$ cat config.mk
export PLATFORM = sky130hd
export DESIGN_NAME = pdh_cmd_master
export DESIGN_NICKNAME = d
export VERILOG_FILES = /design/src/rtl/pdh_pkg.sv /design/src/rtl/pdh_cmd_master.sv
export SDC_FILE = /design/constraint.sdc
export NUM_CORES = 1
export LEC_CHECK = 0
export CAP_MARGIN = 20
export CORE_MARGIN = 2
export CORE_UTILIZATION = 45
export CTS_CLUSTER_SIZE = 28
export DETAILED_ROUTE_END_ITERATION = 7
export DONT_BUFFER_PORTS = 1
export SYNTH_ARGS = -nofsm -noshare
export SYNTH_HDL_FRONTEND = slang
export SYNTH_SLANG_ARGS = --single-unit
$ cat constraint.sdc
create_clock -name clk -period 3.6 [get_ports clk]
set_clock_uncertainty 0.2 [all_clocks]
set_input_delay 0.54 -clock clk [delete_from_list [all_inputs] [get_ports clk]]
set_output_delay 0.54 -clock clk [all_outputs]
set_load 0.02 [all_outputs]
$ cat src/rtl/pdh_pkg.sv
// Shared types and field positions for the PDH command/status words
// exchanged between the PL command master and the PDH core.
package pdh_pkg;

    typedef enum logic [3:0] {
        CMD_IDLE    = 4'b0000,
        CMD_SET_LED = 4'b0001,
        CMD_SET_DAC = 4'b0010,
        CMD_STROBE  = 4'b1110
    } cmd_t;

    typedef enum logic [1:0] {
        RSP_OK       = 2'b00,
        RSP_MISMATCH = 2'b01,
        RSP_REJECT   = 2'b10
    } rsp_status_t;

    typedef enum logic [2:0] {
        S_IDLE,
        S_RESET,
        S_SETUP,
        S_STROBE,
        S_RESP
    } state_t;

    // Command word fields
    localparam int RST_BIT    = 31;
    localparam int CMD_HI     = 30;
    localparam int CMD_LO     = 27;
    localparam int DATA_HI    = 26;
    localparam int DATA_LO    = 0;
    // Status word fields
    localparam int CB_HI      = 7;
    localparam int CB_LO      = 0;
    localparam int LASTCMD_HI = 11;
    localparam int LASTCMD_LO = 8;
    localparam int CURCMD_HI  = 15;
    localparam int CURCMD_LO  = 12;

    // Only these codes may be issued from the request port; STROBE is internal.
    function automatic logic is_valid_cmd(input logic [3:0] code);
        return (code == CMD_IDLE) || (code == CMD_SET_LED) || (code == CMD_SET_DAC);
    endfunction

endpackage

$ cat src/rtl/pdh_cmd_master.sv
// PL-side initiator for the PDH core command word: serialises requests into
// setup/strobe phases, samples the status word and returns a response.
module pdh_cmd_master
    import pdh_pkg::*;
#(
    parameter int SETUP_CYCLES  = 4,
    parameter int STROBE_CYCLES = 4,
    parameter int SAMPLE_DELAY  = 3,
    parameter int RST_CYCLES    = 4,
    parameter int CNT_W         = 8
) (
    input  logic        clk,
    input  logic        rst_ni,
    input  logic        req_valid_i,
    output logic        req_ready_o,
    input  logic [3:0]  req_cmd_i,
    input  logic [26:0] req_data_i,
    input  logic        soft_rst_i,
    output logic [31:0] gpio_to_core_o,
    input  logic [31:0] gpio_from_core_i,
    output logic        rsp_valid_o,
    input  logic        rsp_ready_i,
    output logic [7:0]  rsp_payload_o,
    output logic [1:0]  rsp_status_o,
    output logic        busy_o
);

    localparam logic [CNT_W-1:0] SETUP_LAST  = CNT_W'(SETUP_CYCLES - 1);
    localparam logic [CNT_W-1:0] STROBE_LAST = CNT_W'(STROBE_CYCLES - 1);
    localparam logic [CNT_W-1:0] SAMPLE_IDX  = CNT_W'(SAMPLE_DELAY - 1);
    localparam logic [CNT_W-1:0] RST_LAST    = CNT_W'(RST_CYCLES - 1);
    localparam logic [31:0]      RST_WORD    = 32'h8000_0000;

    state_t             state_q, state_d;
    logic [CNT_W-1:0]   cnt_q, cnt_d;
    logic [31:0]        word_q, word_d;
    logic [3:0]         cmd_q, cmd_d;
    logic               pend_q, pend_d;
    logic               ready_q, ready_d;
    logic               busy_q, busy_d;
    logic               rsp_valid_q, rsp_valid_d;
    logic [7:0]         payload_q, payload_d;
    rsp_status_t        status_q, status_d;

    // Upper status bits are reserved by the core.
    logic unused_status_hi;
    assign unused_status_hi = ^gpio_from_core_i[31:16];

    always_comb begin
        // NOTE: every next-state value defaults to its current value first, so no path leaves a variable unassigned and no latch is inferred.
        state_d     = state_q;
        cnt_d       = cnt_q;
        word_d      = word_q;
        cmd_d       = cmd_q;
        pend_d      = pend_q | soft_rst_i;
        rsp_valid_d = rsp_valid_q;
        payload_d   = payload_q;
        status_d    = status_q;

        case (state_q)
            S_IDLE: begin
                if (pend_q) begin
                    state_d = S_RESET;
                    cnt_d   = '0;
                    word_d  = RST_WORD;
                    pend_d  = 1'b0;
                end else if (req_valid_i && ready_q) begin
                    if (is_valid_cmd(req_cmd_i)) begin
                        state_d = S_SETUP;
                        cnt_d   = '0;
                        cmd_d   = req_cmd_i;
                        word_d  = {1'b0, req_cmd_i, req_data_i};
                    end else begin
                        state_d     = S_RESP;
                        rsp_valid_d = 1'b1;
                        payload_d   = '0;
                        status_d    = RSP_REJECT;
                    end
                end
            end
            S_RESET: begin
                if (cnt_q == RST_LAST) begin
                    state_d = S_IDLE;
                    word_d  = '0;
                end else begin
                    cnt_d = cnt_q + CNT_W'(1);
                end
            end
            S_SETUP: begin
                if (cnt_q == SETUP_LAST) begin
                    state_d = S_STROBE;
                    cnt_d   = '0;
                    word_d  = {1'b0, CMD_STROBE, word_q[DATA_HI:DATA_LO]};
                end else begin
                    cnt_d = cnt_q + CNT_W'(1);
                end
            end
            S_STROBE: begin
                if (cnt_q == SAMPLE_IDX) begin
                    payload_d = gpio_from_core_i[CB_HI:CB_LO];
                    status_d  = ((gpio_from_core_i[LASTCMD_HI:LASTCMD_LO] == cmd_q) &&
                                 (gpio_from_core_i[CURCMD_HI:CURCMD_LO] == CMD_STROBE))
                                ? RSP_OK : RSP_MISMATCH;
                end
                if (cnt_q == STROBE_LAST) begin
                    state_d     = S_RESP;
                    rsp_valid_d = 1'b1;
                    // The data field stays put: the core keeps latching it into the DAC path.
                    word_d      = {1'b0, CMD_IDLE, word_q[DATA_HI:DATA_LO]};
                end else begin
                    cnt_d = cnt_q + CNT_W'(1);
                end
            end
            S_RESP: begin
                if (rsp_ready_i) begin
                    state_d     = S_IDLE;
                    rsp_valid_d = 1'b0;
                end
            end
            default: state_d = S_IDLE;
        endcase

        ready_d = (state_d == S_IDLE) && !pend_d;
        busy_d  = (state_d != S_IDLE);
    end

    always_ff @(posedge clk or negedge rst_ni) begin
        if (!rst_ni) begin
            state_q     <= S_IDLE;
            cnt_q       <= '0;
            word_q      <= '0;
            cmd_q       <= '0;
            pend_q      <= 1'b0;
            ready_q     <= 1'b0;
            busy_q      <= 1'b0;
            rsp_valid_q <= 1'b0;
            payload_q   <= '0;
            status_q    <= RSP_OK;
        end else begin
            // NOTE: non-blocking assignments so every register samples pre-edge values regardless of statement order.
            state_q     <= state_d;
            cnt_q       <= cnt_d;
            word_q      <= word_d;
            cmd_q       <= cmd_d;
            pend_q      <= pend_d;
            ready_q     <= ready_d;
            busy_q      <= busy_d;
            rsp_valid_q <= rsp_valid_d;
            payload_q   <= payload_d;
            status_q    <= status_d;
        end
    end

    assign gpio_to_core_o = word_q;
    assign req_ready_o    = ready_q;
    assign busy_o         = busy_q;
    assign rsp_valid_o    = rsp_valid_q;
    assign rsp_payload_o  = payload_q;
    assign rsp_status_o   = status_q;

endmodule

==> results of run 1 <==
registers in the layout (all words and copies together) (netlist names):
register / flops
gpio_to_core_o: 32
cnt_q: 8
rsp_payload_o: 8
cmd_q: 4
state_q: 3
rsp_status_o: 2
busy_o: 1
pend_q: 1
req_ready_o: 1
rsp_valid_o: 1
final cells by class:
class	count	area share, %
inverter	42	4.85
clock inverter	7	2.77
multi-input combinational	171	37.1
sequential	61	46.9
clock buffer	9	3.81
tap	77	2.96
timing repair buffer	4	1.62
routing by layer:
layer / vias to the layer above / wire length (um) / GRT usage (%)
met5: - / 0 / 0
met4: 0 / 99 / 9.09
met3: 10 / 459 / 5.35
met2: 59 / 2860 / 28.1
met1: 937 / 2600 / 21.8
li1: 951 / - / -
cell usage after synthesis, types with 3 or more instances:
| cell | instances |
|---|---|
| nand3_1 | 4 |
| inv_1 | 42 |
| mux2i_1 | 38 |
| nor2_1 | 12 |
| o21ai_0 | 4 |
| nand2_1 | 46 |
| a21oi_1 | 5 |
| buf_2 | 3 |
| and2_1 | 3 |
| nor3_1 | 5 |
| xnor2_1 | 8 |
| o21a_1 | 3 |
| clkbuf_1 | 6 |
| dfrtp_1 | 61 |
| mux2_2 | 3 |
what timing repair did:
item                                   in CTS  in global routing
setup buffers                               0                  0
endpoints found under the hold margin      61                  0
hold buffers                                2                  0
power groups by stage:
| stage | Sequential (mW) | Clock, mW | Combinational [mW] |
|---|---|---|---|
| 3_3_place_gp | 1.43 | 0 | 0.780 |
| 2_1_floorplan | 1.35 | 0 | 0.771 |
| 5_1_grt | 1.46 | 0.703 | 0.922 |
| 3_5_place_dp | 1.43 | 0 | 0.806 |
| 6_report | 1.42 | 0.661 | 0.814 |
| 4_1_cts | 1.42 | 0.683 | 0.830 |
cells in the final DEF, fill, tap and decap left out, drive strengths merged, types with 2 or more instances in the layout:
cell type  Yosys  routed
inv           42      42
clkinv         0       3
nand4          2       2
clkbuf         6       9
mux2i         38      38
dfrtp         61      61
nand2         46      46
nor2          12      12
o21a           3       3
o21bai         3       3
nor4           2       2
clkinvlp       0       2
ha             2       2
or3            2       2
and3           2       2
a31oi          2       2
o21ba          2       2
nor3           5       5
buf            6       3
o41ai          2       2
o31ai          2       2
bufinv         0       2
and2           3       3
xnor2          8       8
a21oi          5       5
mux2           4       4
a41oi          2       2
a2111oi        2       2
nand3          5       5
o21ai          4       4
path summary, 6_finish.rpt:
check / startpoint / end / depth (start not counted)
min in group asynchronous: rst_ni / rsp_status_o[1] / 2
worst min register to register: cmd_q[2] / cmd_q[2] / 1
worst max-delay path: cnt_q[4] / gpio_to_core_o[0] / 5
worst max register to register: cnt_q[4] / gpio_to_core_o[0] / 5
max in group asynchronous: rst_ni / state_q[1] / 2
worst min-delay path: req_data_i[21] / gpio_to_core_o[21] / 2
cells by family after synthesis:
kind of cell | after synthesis | synth area share (%)
xor gates and xnor gates | 9 | 2.65
adders and majority gates | 2 | 0.840
AOI/OAI and AO/OA | 30 | 8.19
DFF | 61 | 51.3
buffers and inverters | 54 | 8.28
and+or+nand+nor | 88 | 14.5
muxes | 42 | 14.3
per-stage QoR:
stage,instances,power (mW),utilization [%],instance area (um^2)
floorplan,286,2.12,-,2980
global placement,353,2.21,47.0,3000
detailed placement,353,2.24,47.0,3000
CTS,371,2.94,50.9,3250
global route,371,3.08,50.9,3250
finish,371,2.89,50.9,3250
==> run_results.csv, run 1 <==
group,metric,value,unit
clock_network,cts_inserted_buffers,9,
route,dr.pass1.iters,4,
finish,area_delta_synth_final,9.20,%
yosys,synth_cell_type_count,47,
route,vias,1957,
yosys,synth_top_area_share,51.3,%
finish,seqCellArea,1530,um^2
timing,setup_slack,1180,ps
critical_path,path_buf_inv,1,
floorplan,core,6390,um^2
worst_hold_path,hp-class,"input pin to flop",
yosys,synth_top_cells_by_area,"dfrtp_1 (51%), mux2i_1 (13%), nand2_1 (5.8%)",
route,wirelength,6.02,mm
clock_network,cts.clk_slew.worst_paths,70,ps
clock_network,clockBufferDepth,2,
clock_network,cts_resized,0,
yosys,syn-num-nets,356,
floorplan,rows,29,
power_and_ir_drop,p_int,1.68,mW
finish,multi_input_area,1200,um^2
critical_path,r2r_setup_slack,1180,ps
clock_network,root_buffer,"clkbuf_8",
floorplan,die_x,85.3,um
timing,drv_slew,0,
place,hpwlAfterDp,4.15,mm
critical_path,path_cells,"nor4_4 -> nand3_4 -> a2111oi_4 -> buf_4 -> mux2i_1",
timing,max_freq,413,MHz
power_and_ir_drop,p_leak,1.42,nW
yosys,synthArstFlopShare,100,%
timing,max_slew.worst_pin.slew,776,ps
floorplan,fp.dieArea,7280,um^2
clock_network,clock_latency,340,ps
finish,nets,359,
critical_path,crit_path_max_fanout,27,
grt,grt_usage,17.7,%
timing,finalHoldViolations,0,
power_and_ir_drop,peakVddDrop,0.000430,V
critical_path,crit_type,"flop to flop",
grt,antenna_found_initial,0,
yosys,synth_top_area_cell,"dfrtp_1",
finish,antenna_cells,0,
route,drc,0,
yosys,ys_seq_area_share,51.3,%
yosys,synthFlopType,"dfrtp_1",
finish,fill_cells,587,
critical_path,worst_path_largest_cell_delay,450,ps
grt,overflow,0,
critical_path,required,3650,ps
route,routed_via_density,5.27,
yosys,ys_warn_count,0,
grt,grt_max_degree,62,
timing,finalCritPeriodShare,67.3,%
yosys,ys_ff_latch,61,
yosys,postSynthAreaPerCell,10.4,um^2
critical_path,critical-path-slowest-cell,"dfrtp_1",
critical_path,end_kind,"flop",
floorplan,start_util,46.6,%
run,maxCapViolations,0,
power_and_ir_drop,p_per_area,889,nW/um^2
route,drt-initial-drc-count,58,
place,gp_congestion,0.833,
power_and_ir_drop,swShare,41.8,%
critical_path,worstSetupStartpointType,"flop",
clock_network,cts_htree_levels,3,
place,numPortBuffers,0,
timing,rsz0062_at_grt,"no",
power_and_ir_drop,seqPwrFrac,49.0,%
yosys,synth_cells,286,
grt,grt_pass1_vias,2026,
power_and_ir_drop,pwr-share-clk,22.8,%
clock_network,cts.sink_count,61,
floorplan,ios,113,
yosys,syn_area,2980,um^2
timing,period_minus_slack,2420,ps
outcome,status,"finished, final reports clean",
grt,grt_pass1_wl,9.92,mm
clock_network,cts_tree,"yes",
finish,layout-drive-gt1-share,9.86,%
route,wl_per_cell,16.2,um
timing,slew_headroom,48.2,%
power_and_ir_drop,p_sw,1.21,mW
critical_path,crit_family,"simple AND/OR/NAND/NOR gates",
timing,tns,0,ps
power_and_ir_drop,p_comb_share,28.2,%
timing,setup_viol,0,
route,final_antenna_net_count,0,
floorplan,dieHeight,85.3,um
critical_path,critPathArrivalTime,2470,ps
place,dp_slack,995,ps
yosys,synth_edf_count,0,
timing,whs,128,ps
No activity file was read; power rests on OpenSTA's default activity.
==> run 2: changes to the inputs <==
clock period = 1.95 ns   (was 3.6 ns; I/O delays follow)
==> run 2 against run 1 <==
  * The run now ends with setup timing left
  * Non-clock buffer count rose by 82
  * Critical path depth up 1
  * Utilization increased by 14 points
  * Die area is the same
  * Cell count grew 22%
  * Count of clock-buffer cells in the layout grew 3
  * Critical path type unchanged
  * Global-route usage up 3.3 points
  * Setup slack worse by 1400 ps
  * Flip-flop and latch count unchanged
  * Power grew 120%
  * Highest routed layer unchanged
  * Register-to-register slack got worse by 1400 ps
==> run_results.csv, run 2 (synthesized netlist as in run 1, its figures left out) <==
group,metric,value,unit
finish,mostFrequentLayoutCells,"dfrtp_1 (58), nand2_1 (46), inv_1 (42), dlygate4sd3_1 (40), mux2i_1 (36)",
grt,overflow,0,
route,wirelength,7.53,mm
power_and_ir_drop,pwr-share-clk,20.0,%
floorplan,core,6390,um^2
finish,nets,441,
timing,tns,-4090,ps
place,numPortBuffers,0,
power_and_ir_drop,swShare,39.2,%
route,routed_via_density,5.17,
worst_hold_path,hold_start,"req_cmd_i[3]",
timing,finalCritPeriodShare,109,%
floorplan,dieHeight,85.3,um
grt,grt_pass1_wl,11.9,mm
clock_network,clockBufferDepth,2,
outcome,violations,"setup timing",
clock_network,cts.clk_slew.worst_paths,70,ps
critical_path,crit_path_max_fanout,7,
finish,area_delta_synth_final,39.6,%
critical_path,end_kind,"flop",
power_and_ir_drop,seqPwrFrac,40.8,%
finish,multi_input_area,1290,um^2
critical_path,required,1990,ps
grt,antenna_found_initial,0,
timing,period_minus_slack,2120,ps
finish,fin_cells,453,
clock_network,cts_tree,"yes",
timing,drv_slew,0,
place,dpl.cell_count,388,
grt,grt_usage,21.0,%
power_and_ir_drop,p_comb_share,39.2,%
grt,grt_max_degree,62,
grt,grt_pass1_vias,2396,
place,placed_cell_area,3300,um^2
place,gp_congestion,0.815,
finish,largest_register_ffs,32,
floorplan,die_x,85.3,um
floorplan,rows,29,
floorplan,start_util,46.6,%
finish,seqCellArea,1530,um^2
clock_network,cts.sink_count,61,
critical_path,worstSetupStartpointType,"flop",
place,hpwlAfterDp,4.33,mm
clock_network,root_buffer,"clkbuf_8",
floorplan,fp.dieArea,7280,um^2
timing,setup_viol,46,
critical_path,critPathArrivalTime,2170,ps
critical_path,startpoint,"cnt_q[4]",
route,wl_per_cell,16.6,um
power_and_ir_drop,total_power,6.30,mW
finish,antenna_cells,0,
route,drt-initial-drc-count,113,
power_and_ir_drop,p_sw,2.47,mW
timing,setup_slack,-172,ps
power_and_ir_drop,p_per_area,1520,nW/um^2
finish,fill_cells,488,
clock_network,clock_latency,330,ps
outcome,status,"finished with violations",
route,vias,2341,
timing,finalHoldViolations,0,
timing,max_slew.worst_pin.slew,338,ps
route,final_antenna_net_count,0,
timing,slew_headroom,77.2,%
timing,max_freq,471,MHz
route,dr.pass1.iters,4,
power_and_ir_drop,p_int,3.83,mW
power_and_ir_drop,peakVddDrop,0.000985,V
finish,layout-drive-gt1-share,23.4,%
clock_network,cts_htree_levels,3,
floorplan,ios,113,
worst_hold_path,hp-class,"input pin to flop",
critical_path,crit_type,"flop to flop",
finish,final_common_cell,"dfrtp_1",
finish,final_util,65.1,%
run,maxCapViolations,0,
power_and_ir_drop,p_leak,1.84,nW
critical_path,r2r-start,"cnt_q[4]",
clock_network,cts_inserted_buffers,9,
timing,rsz0062_at_grt,"yes",
route,drc,0,
finish,fin_area,4160,um^2
-- run 2: changes by cell type in the layout (fill, tap and decap cells not counted), sizes merged --
cell	delta
buf	+41
clkbuf	+5
clkinv	-1
clkinvlp	-2
dlygate4sd3	+39
-- run 2: layer usage --
layer / track usage, % / up-vias / wire [um]
met5: 0 / - / 0
met4: 7.07 / 0 / 146
met3: 6.52 / 14 / 438
met2: 35.6 / 78 / 3820
met1: 25.3 / 1141 / 3120
li1: - / 1108 / -
-- run 2: what timing repair did --
action | CTS | global route
setup buffers | 3 | 4
pin swaps | 2 | 8
gates resized for setup | 9 | 21
hold endpoints to repair | 103 | 0
gates cloned | 0 | 3
hold buffers | 41 | 0
endpoints found under the setup margin | 51 | 54
-- run 2: critical path, stage by stage, from the launching register on --
cell and delay (ps):
dfrtp_1 410, nor4_4 360, nand3_4 130, a2111oi_4 360, buf_6 180, clkbuf_16 170, mux2i_1 220
-- run 2: through the flow --
stage          setup WS, ps  hold slack [ps]
6_report               -172             67.6
5_1_grt                -263             85.6
4_1_cts                -139             51.2
3_5_place_dp           -149             -202
3_3_place_gp           -111             -202
2_1_floorplan         -87.3             -203
-- run 2: worst paths after layout --
| path | slack (ps) | depth (start not counted) | end |
|---|---|---|---|
| worst max-delay path | -170 | 6 | gpio_to_core_o[26] |
| worst min-delay path | 70 | 3 | gpio_to_core_o[30] |
| worst max register to register | -170 | 6 | gpio_to_core_o[26] |
| worst min register to register | 310 | 1 | cmd_q[3] |
| max in group asynchronous | 970 | 2 | state_q[0] |
| min in group asynchronous | 310 | 2 | state_q[2] |
-- run 2: power groups by stage --
stage | clock [mW] | combinational (mW) | sequential, mW
2_1_floorplan | 0 | 1.43 | 2.50
3_3_place_gp | 0 | 1.88 | 2.57
3_5_place_dp | 0 | 1.92 | 2.57
4_1_cts | 1.29 | 2.14 | 2.55
5_1_grt | 1.36 | 2.70 | 2.63
6_report | 1.26 | 2.47 | 2.57
-- run 2: layout make-up --
class | instances | area share, %
inverters | 42 | 3.79
clock buffers | 12 | 3.73
flip-flops and latches | 61 | 36.8
well taps | 77 | 2.32
clock inverters | 4 | 1.69
repair buffers | 86 | 20.7
multi-input cells | 171 | 31.0
